$ cat config.mk
export PLATFORM = sky130hd
export DESIGN_NAME = rx_block
export DESIGN_NICKNAME = d
export VERILOG_FILES = /design/src/rtl/rx_block.sv
export SDC_FILE = /design/constraint.sdc
export NUM_CORES = 1
export LEC_CHECK = 0
export BUFFER_PORTS_ARGS = -buffer_cell sky130_fd_sc_hd__buf_4
export CORE_MARGIN = 2
export CORE_UTILIZATION = 35
export DETAILED_ROUTE_END_ITERATION = 8
export SLEW_MARGIN = 0
export SYNTH_ARGS = -nofsm -noshare
export SYNTH_HDL_FRONTEND = slang
export SYNTH_SLANG_ARGS = --single-unit
$ cat constraint.sdc
create_clock -name clk -period 3.9 [get_ports clk]
set_input_delay 0 -clock clk [delete_from_list [all_inputs] [get_ports clk]]
set_output_delay 0 -clock clk [all_outputs]
set_load 0.05 [all_outputs]
$ cat src/rtl/rx_block.sv
// 8N1 UART receiver oversampling at OVERSAMPLE clk_en ticks per bit; define RX_SYNC_EN for a 2-flop input synchronizer.
// Latency: valid/frame_err one clk after the mid-stop-bit sample (+2 clk with RX_SYNC_EN); no backpressure, clk_en low freezes all state.
module rx_block #(
    parameter int OVERSAMPLE = 16
) (
    input  logic       clk,
    input  logic       rst_n,
    input  logic       clk_en,
    input  logic       rx_in,
    output logic [7:0] mdata,
    output logic       valid,
    output logic       frame_err,
    output logic       busy
);
    localparam int TW = $clog2(OVERSAMPLE);
    localparam logic [TW-1:0] HALF_TICK = TW'(OVERSAMPLE / 2 - 1);
    localparam logic [TW-1:0] FULL_TICK = TW'(OVERSAMPLE - 1);

    typedef enum logic [2:0] {IDLE, START, DATA, STOP, WAIT_HIGH} state_t;

    state_t         state, state_nxt;
    logic [TW-1:0]  tick, tick_nxt;
    logic [2:0]     bit_cnt, bit_cnt_nxt;
    logic [7:0]     shift, shift_nxt;
    logic [7:0]     mdata_nxt;
    logic           valid_nxt, frame_err_nxt;
    logic           rx_s;

`ifdef RX_SYNC_EN
    logic [1:0] sync_ff;

    always_ff @(posedge clk or negedge rst_n) begin
        if (!rst_n) sync_ff <= 2'b11;
        else        sync_ff <= {sync_ff[0], rx_in};
    end

    assign rx_s = sync_ff[1];
`else
    assign rx_s = rx_in;
`endif

    always_ff @(posedge clk or negedge rst_n) begin
        if (!rst_n) begin
            state     <= IDLE;
            tick      <= '0;
            bit_cnt   <= '0;
            shift     <= '0;
            mdata     <= '0;
            valid     <= 1'b0;
            frame_err <= 1'b0;
        end else begin
            state     <= state_nxt;
            tick      <= tick_nxt;
            bit_cnt   <= bit_cnt_nxt;
            shift     <= shift_nxt;
            mdata     <= mdata_nxt;
            valid     <= valid_nxt;
            frame_err <= frame_err_nxt;
        end
    end

    // Pulses are cleared every clk; everything else only moves on clk_en.
    always_comb begin
        state_nxt     = state;
        tick_nxt      = tick;
        bit_cnt_nxt   = bit_cnt;
        shift_nxt     = shift;
        mdata_nxt     = mdata;
        valid_nxt     = 1'b0;
        frame_err_nxt = 1'b0;
        if (clk_en) begin
            case (state)
                IDLE: begin
                    if (!rx_s) begin
                        state_nxt = START;
                        tick_nxt  = '0;
                    end
                end
                START: begin
                    if (tick == HALF_TICK) begin
                        if (!rx_s) begin
                            state_nxt   = DATA;
                            tick_nxt    = '0;
                            bit_cnt_nxt = '0;
                        end else begin
                            state_nxt = IDLE;
                        end
                    end else begin
                        tick_nxt = tick + TW'(1);
                    end
                end
                DATA: begin
                    if (tick == FULL_TICK) begin
                        tick_nxt    = '0;
                        shift_nxt   = {rx_s, shift[7:1]};
                        bit_cnt_nxt = bit_cnt + 3'd1;
                        if (bit_cnt == 3'd7) state_nxt = STOP;
                    end else begin
                        tick_nxt = tick + TW'(1);
                    end
                end
                STOP: begin
                    if (tick == FULL_TICK) begin
                        tick_nxt = '0;
                        if (rx_s) begin
                            mdata_nxt = shift;
                            valid_nxt = 1'b1;
                            state_nxt = IDLE;
                        end else begin
                            frame_err_nxt = 1'b1;
                            state_nxt     = WAIT_HIGH;
                        end
                    end else begin
                        tick_nxt = tick + TW'(1);
                    end
                end
                // A break must see the line high once before a new start can be hunted.
                WAIT_HIGH: begin
                    if (rx_s) state_nxt = IDLE;
                end
                default: state_nxt = IDLE;
            endcase
        end
    end

    assign busy = (state != IDLE);

endmodule
**Yosys cells after proc, flatten, opt, wreduce, memory -nomap -nowiden**

Cells that the tools add are included.

- Flip-flop bits (word level): 28
- Input bits: 4
- Output and inout port bits: 11
- Logic and storage cells: 58

- $add $sub $neg: 2
- Equal/unequal tests: 14
- Multiplexer cells: 25
- Reductions and logical operators: 10

Operators by type and width:

| kind | number |
|---|---|
| 3-bit 2-to-1 mux | 10 |
| 3-bit one-hot mux with 5 select lines | 1 |
| 2-bit inequality test (second input constant) | 7 |
| 4-bit 2-to-1 mux | 3 |
| 4-bit one-hot mux with 3 select lines | 1 |
| 1-bit 2-to-1 mux | 8 |
| 7-bit AND reduction | 1 |
| 3-bit by 2-bit equality test with 1-bit output (second input constant) | 2 |
| 3-bit equality test (second input constant) | 2 |
| 3-bit one-hot mux with 2 select lines | 1 |
| 3-bit nonzero test | 2 |
| 5-bit AND reduction | 1 |
| 4-bit by 1-bit adder with 4-bit output (second input constant) | 1 |
| 4-bit by 3-bit equality test with 1-bit output (second input constant) | 1 |
| 4-bit equality test (second input constant) | 1 |
| 4-bit AND reduction | 1 |
| 3-bit by 1-bit adder with 3-bit output (second input constant) | 1 |
| 3-bit by 1-bit equality test with 1-bit output (second input constant) | 1 |
| 3-bit logical NOT | 1 |
| 3-bit AND reduction | 1 |
| 2-bit 2-to-1 mux | 1 |
| 2-bit AND reduction | 1 |
| 2-bit nonzero test | 1 |
| 2-bit OR reduction | 1 |

**Longest topological paths before layout**

- Word-level depth: 4
- Mapped depth: 6
- Depth with buffers taken out: 5

**Worst setup path after synthesis**

Ideal clock, no wire load.

- Path type: reg2reg
- From: register tick[0]
- To: register shift[7]
- Setup time: 0.125 ns
- Arrival time: 1.495 ns
- Data required time: 3.775 ns
- Setup slack: 2.280 ns
- Stages on the path, launching flop included: 7
- Buffers on the path: 2
- Period minus slack after synthesis: 1.620 ns
- Path through: dfrtp_1 > ha_1 > buf_4 > nand4b_4 > nor3_1 > buf_4 > mux2_2

- Word-level cells in the longest chain between the ends: 2

Ends and longest elaborated chain:

| what | line | text |
|---|---|---|
| start, declared | 22 | `logic [TW-1:0] tick, tick_nxt;` |
| start signal, assigned | 53 | `tick <= tick_nxt;` |
| 4-bit equality test | 93 | `if (tick == FULL_TICK) begin` |
| 3-bit AND reduction (no source line) | - |  |
| end signal, assigned | 55 | `shift <= shift_nxt;` |
| end, declared | 24 | `logic [7:0] shift, shift_nxt;` |

Every way passes these cells.
A chain may end at the register's enable or synchronous reset.

**Final worst setup path**

- From: register tick[0]
- To: register mdata[1]

- Word-level cells in the longest chain between the ends: 2

Ends and longest elaborated chain:

| what | line | text |
|---|---|---|
| 4-bit equality test | 103 | `if (tick == FULL_TICK) begin` |
| 4-bit AND reduction (no source line) | - |  |
| end signal, assigned | 56 | `mdata <= mdata_nxt;` |
| end, declared | 10 | `output logic [7:0] mdata,` |

Every way passes these cells.

==> metrics <==
Die ar.=4350 um2; Pins Over Slew Limit=0; crit path max-delay cell type=nor3_4; I/O Pins=15; FP Rows=22; HP Class=in2reg; slowest stage delay, CP=0.43 ns; area grow syn2layout=14.7%; first-pass GRT wire length=4.23 mm; ANT cells=0; fmax=529 MHz; Switching Fraction=31.7%; CP Launch Type=flip-flop; combinational share of power=23.5%; crit-path max FO=10; Worst EP required=4.06 ns; RSZ-0062 raised after global routing=false; Vias=869; total track usage=12.6%; grt met2 use=20.3%; antenna violations before repair=0; synthesized instance count=105; TritonCTS clock tree=done; 1st-iter DRT viols=6; Pwr per Cell Area=533 nW/um2; nets@finish=125; crit share post-route=48.5%; post-synth net total=112; critical path cell sequence=ha_1 -> nand4b_4 -> nor3_4 -> mux2_2; number of synthesized flops with an enable pin=0; post-synthesis sequential area ratio=52.2%; Worst Path Arrival=2.05 ns; CP bufs+invs=0; clk buf depth=2; CTS clk-pin slew, worst paths=0.10 ns; Final setup viols=0; Pleak=0.750 nW; worst vdd ir=0.223 mV; distinct cell type count after synthesis=36; register bit count reported by yosys=28; CTS root buffer=clkbuf_8; Clock power frac=27.4%; HPWL Detailed=1.64 mm; total wire length=2.39 mm; Final ANT Viol Nets=0; Sink Count=28; Die Span Y=65.9 um; DRC=0; number of global-route vias before repair=854; total gr overflow=0; yosys warns=0; sequential share of power=49.1%; maxcap violations=0; design area=1540 um2; ys async rst share=100%; top_reg_cell synth=dfrtp_1; dpl cell area=1460 um2; layout cells sized above 1=32.5%; Int Power=0.561 mW; Mean Syn Cell Area=12.8 um2; CP delay by family, top=simple AND/OR/NAND/NOR gates; Core Region=3660 um2; Synth area leader=dfrtp_1; WL per Instance=14.5 um; Synth top area share=52.2%; status=complete, no violations; met1 usage=17.1%; Synth area leaders=dfrtp_1 (52%), mux2_2 (14%), ha_1 (2.8%); skew final=0.00899 ns; GP Congestion=0.838; CTS Buf Count=3; Initial Util=36.7%; met3 usage=2.21%; Via density=5.27; # port buffers=14; crit path kind=reg2reg; sw power=0.260 mW; critical path endpoint category=flip-flop; FF-to-FF setup slack=2.01 ns; Tmin final=1.89 ns; Die Wd=65.9 um; Max-slew headroom=70.6%; H-tree depth=1; DRT Pass-1 Iters=4; largest net degree at the start of global routing=29; Synth Cell Area=1340 um2; clock latency on the worst-skew pair=0.27 ns; TNS Setup=0 ns; global route hottest layer=met2; actual slew at the worst max-slew pin=0.439 ns; Fin. Hold Viols=0
## cells by family after synthesis
family / share of synthesized area (%)
multiplexers: 15.0
AO/OA/AOI/OAI: 9.79
adder cells (fa/ha/maj): 2.80
flip-flops: 52.2
AND/OR/NAND/NOR: 14.8
XOR/XNOR: 0.652
buffers and inverters: 4.75
## cell usage in the layout, fill, tap and decap left out, types with 3 or more instances in the layout
cell type  count
buf_4         15
clkbuf_8       3
dfrtp_1       28
ha_1           3
mux2_2        17
nand2_1        5
nand2b_1       3
nand3_1        3
nor4b_1        3
## path summary, 6_finish.rpt
path                       cells past startpoint         end  startpoint
min reg2reg                                    1    mdata[4]    mdata[4]
max                                            4    mdata[1]     tick[0]
max reg2reg                                    4    mdata[1]     tick[0]
max in group asynchronous                      2  bit_cnt[0]       rst_n
min                                            2    shift[7]       rx_in
min in group asynchronous                      2     tick[1]       rst_n
## power by group through the flow
stage                     logic [mW]  registers (mW)  clock network (mW)
final                          0.193           0.403               0.225
after global routing           0.216           0.412               0.243
after CTS                      0.195           0.402               0.230
after detailed placement       0.194           0.405                   0
after global placement         0.189           0.403                   0
after floorplan                0.205           0.363                   0
## routing by layer
layer	vias up	share of wire, %	wire [um]
li1	415	-	-
met1	440	46	1100
met2	12	50	1190
met3	2	3.4	81
met4	0	0.92	22
met5	-	0	0
## final cells by class
type | count | area, um2
multi-input cells | 67 | 578
well taps | 48 | 60.1
repair buffers | 16 | 123
clock buffers | 3 | 41.3
inverters | 2 | 7.51
clock inverters | 1 | 30.0
fillers | 355 | 2120
flip-flops and latches | 28 | 701
## worst register-to-register path, cell delays in order (launching register included)
cell      delay [ns]
dfrtp_1         0.40
ha_1            0.39
nand4b_4        0.17
nor3_4          0.43
mux2_2          0.39
## metrics by stage
stage          total power [mW]  hold WS [ns]  worst slack (ns)  utilization (%)  cells
2_1_floorplan             0.569        -0.296              2.28                -    105
4_1_cts                   0.827        0.0353              2.01             42.1    165
3_5_place_dp              0.599       -0.0595              2.03             39.8    160
6_report                  0.821        0.0404              2.01             42.1    165
3_3_place_gp              0.592       -0.0641              2.10             39.8    160
5_1_grt                   0.872        0.0337              1.88             42.1    165
## cells in the mapped netlist (all sizes together), types with 2 or more instances
library cell,number
buf,8
o2bb2ai,2
a31oi,2
nor4b,3
nand2,5
mux2,17
and3b,2
nor3,2
inv,2
nand2b,3
o22ai,2
dfrtp,28
nand3,3
nor2b,2
nand4,2
ha,3
nor2,2
a22o,2
## registers in the layout (all words and copies together), names as in the netlist
| signal | cells |
|---|---|
| tick | 4 |
| bit_cnt | 3 |
| shift | 8 |
| valid | 1 |
| frame_err | 1 |
| mdata | 8 |
| state | 3 |
## timing repair
item,4_1_cts,5_1_grt
hold buffers,1,0
setup buffers,0,0
endpoints found under the setup margin,0,0
gates resized for setup,0,0
endpoints found under the hold margin,28,0
(Power assumes the default switching activity.)
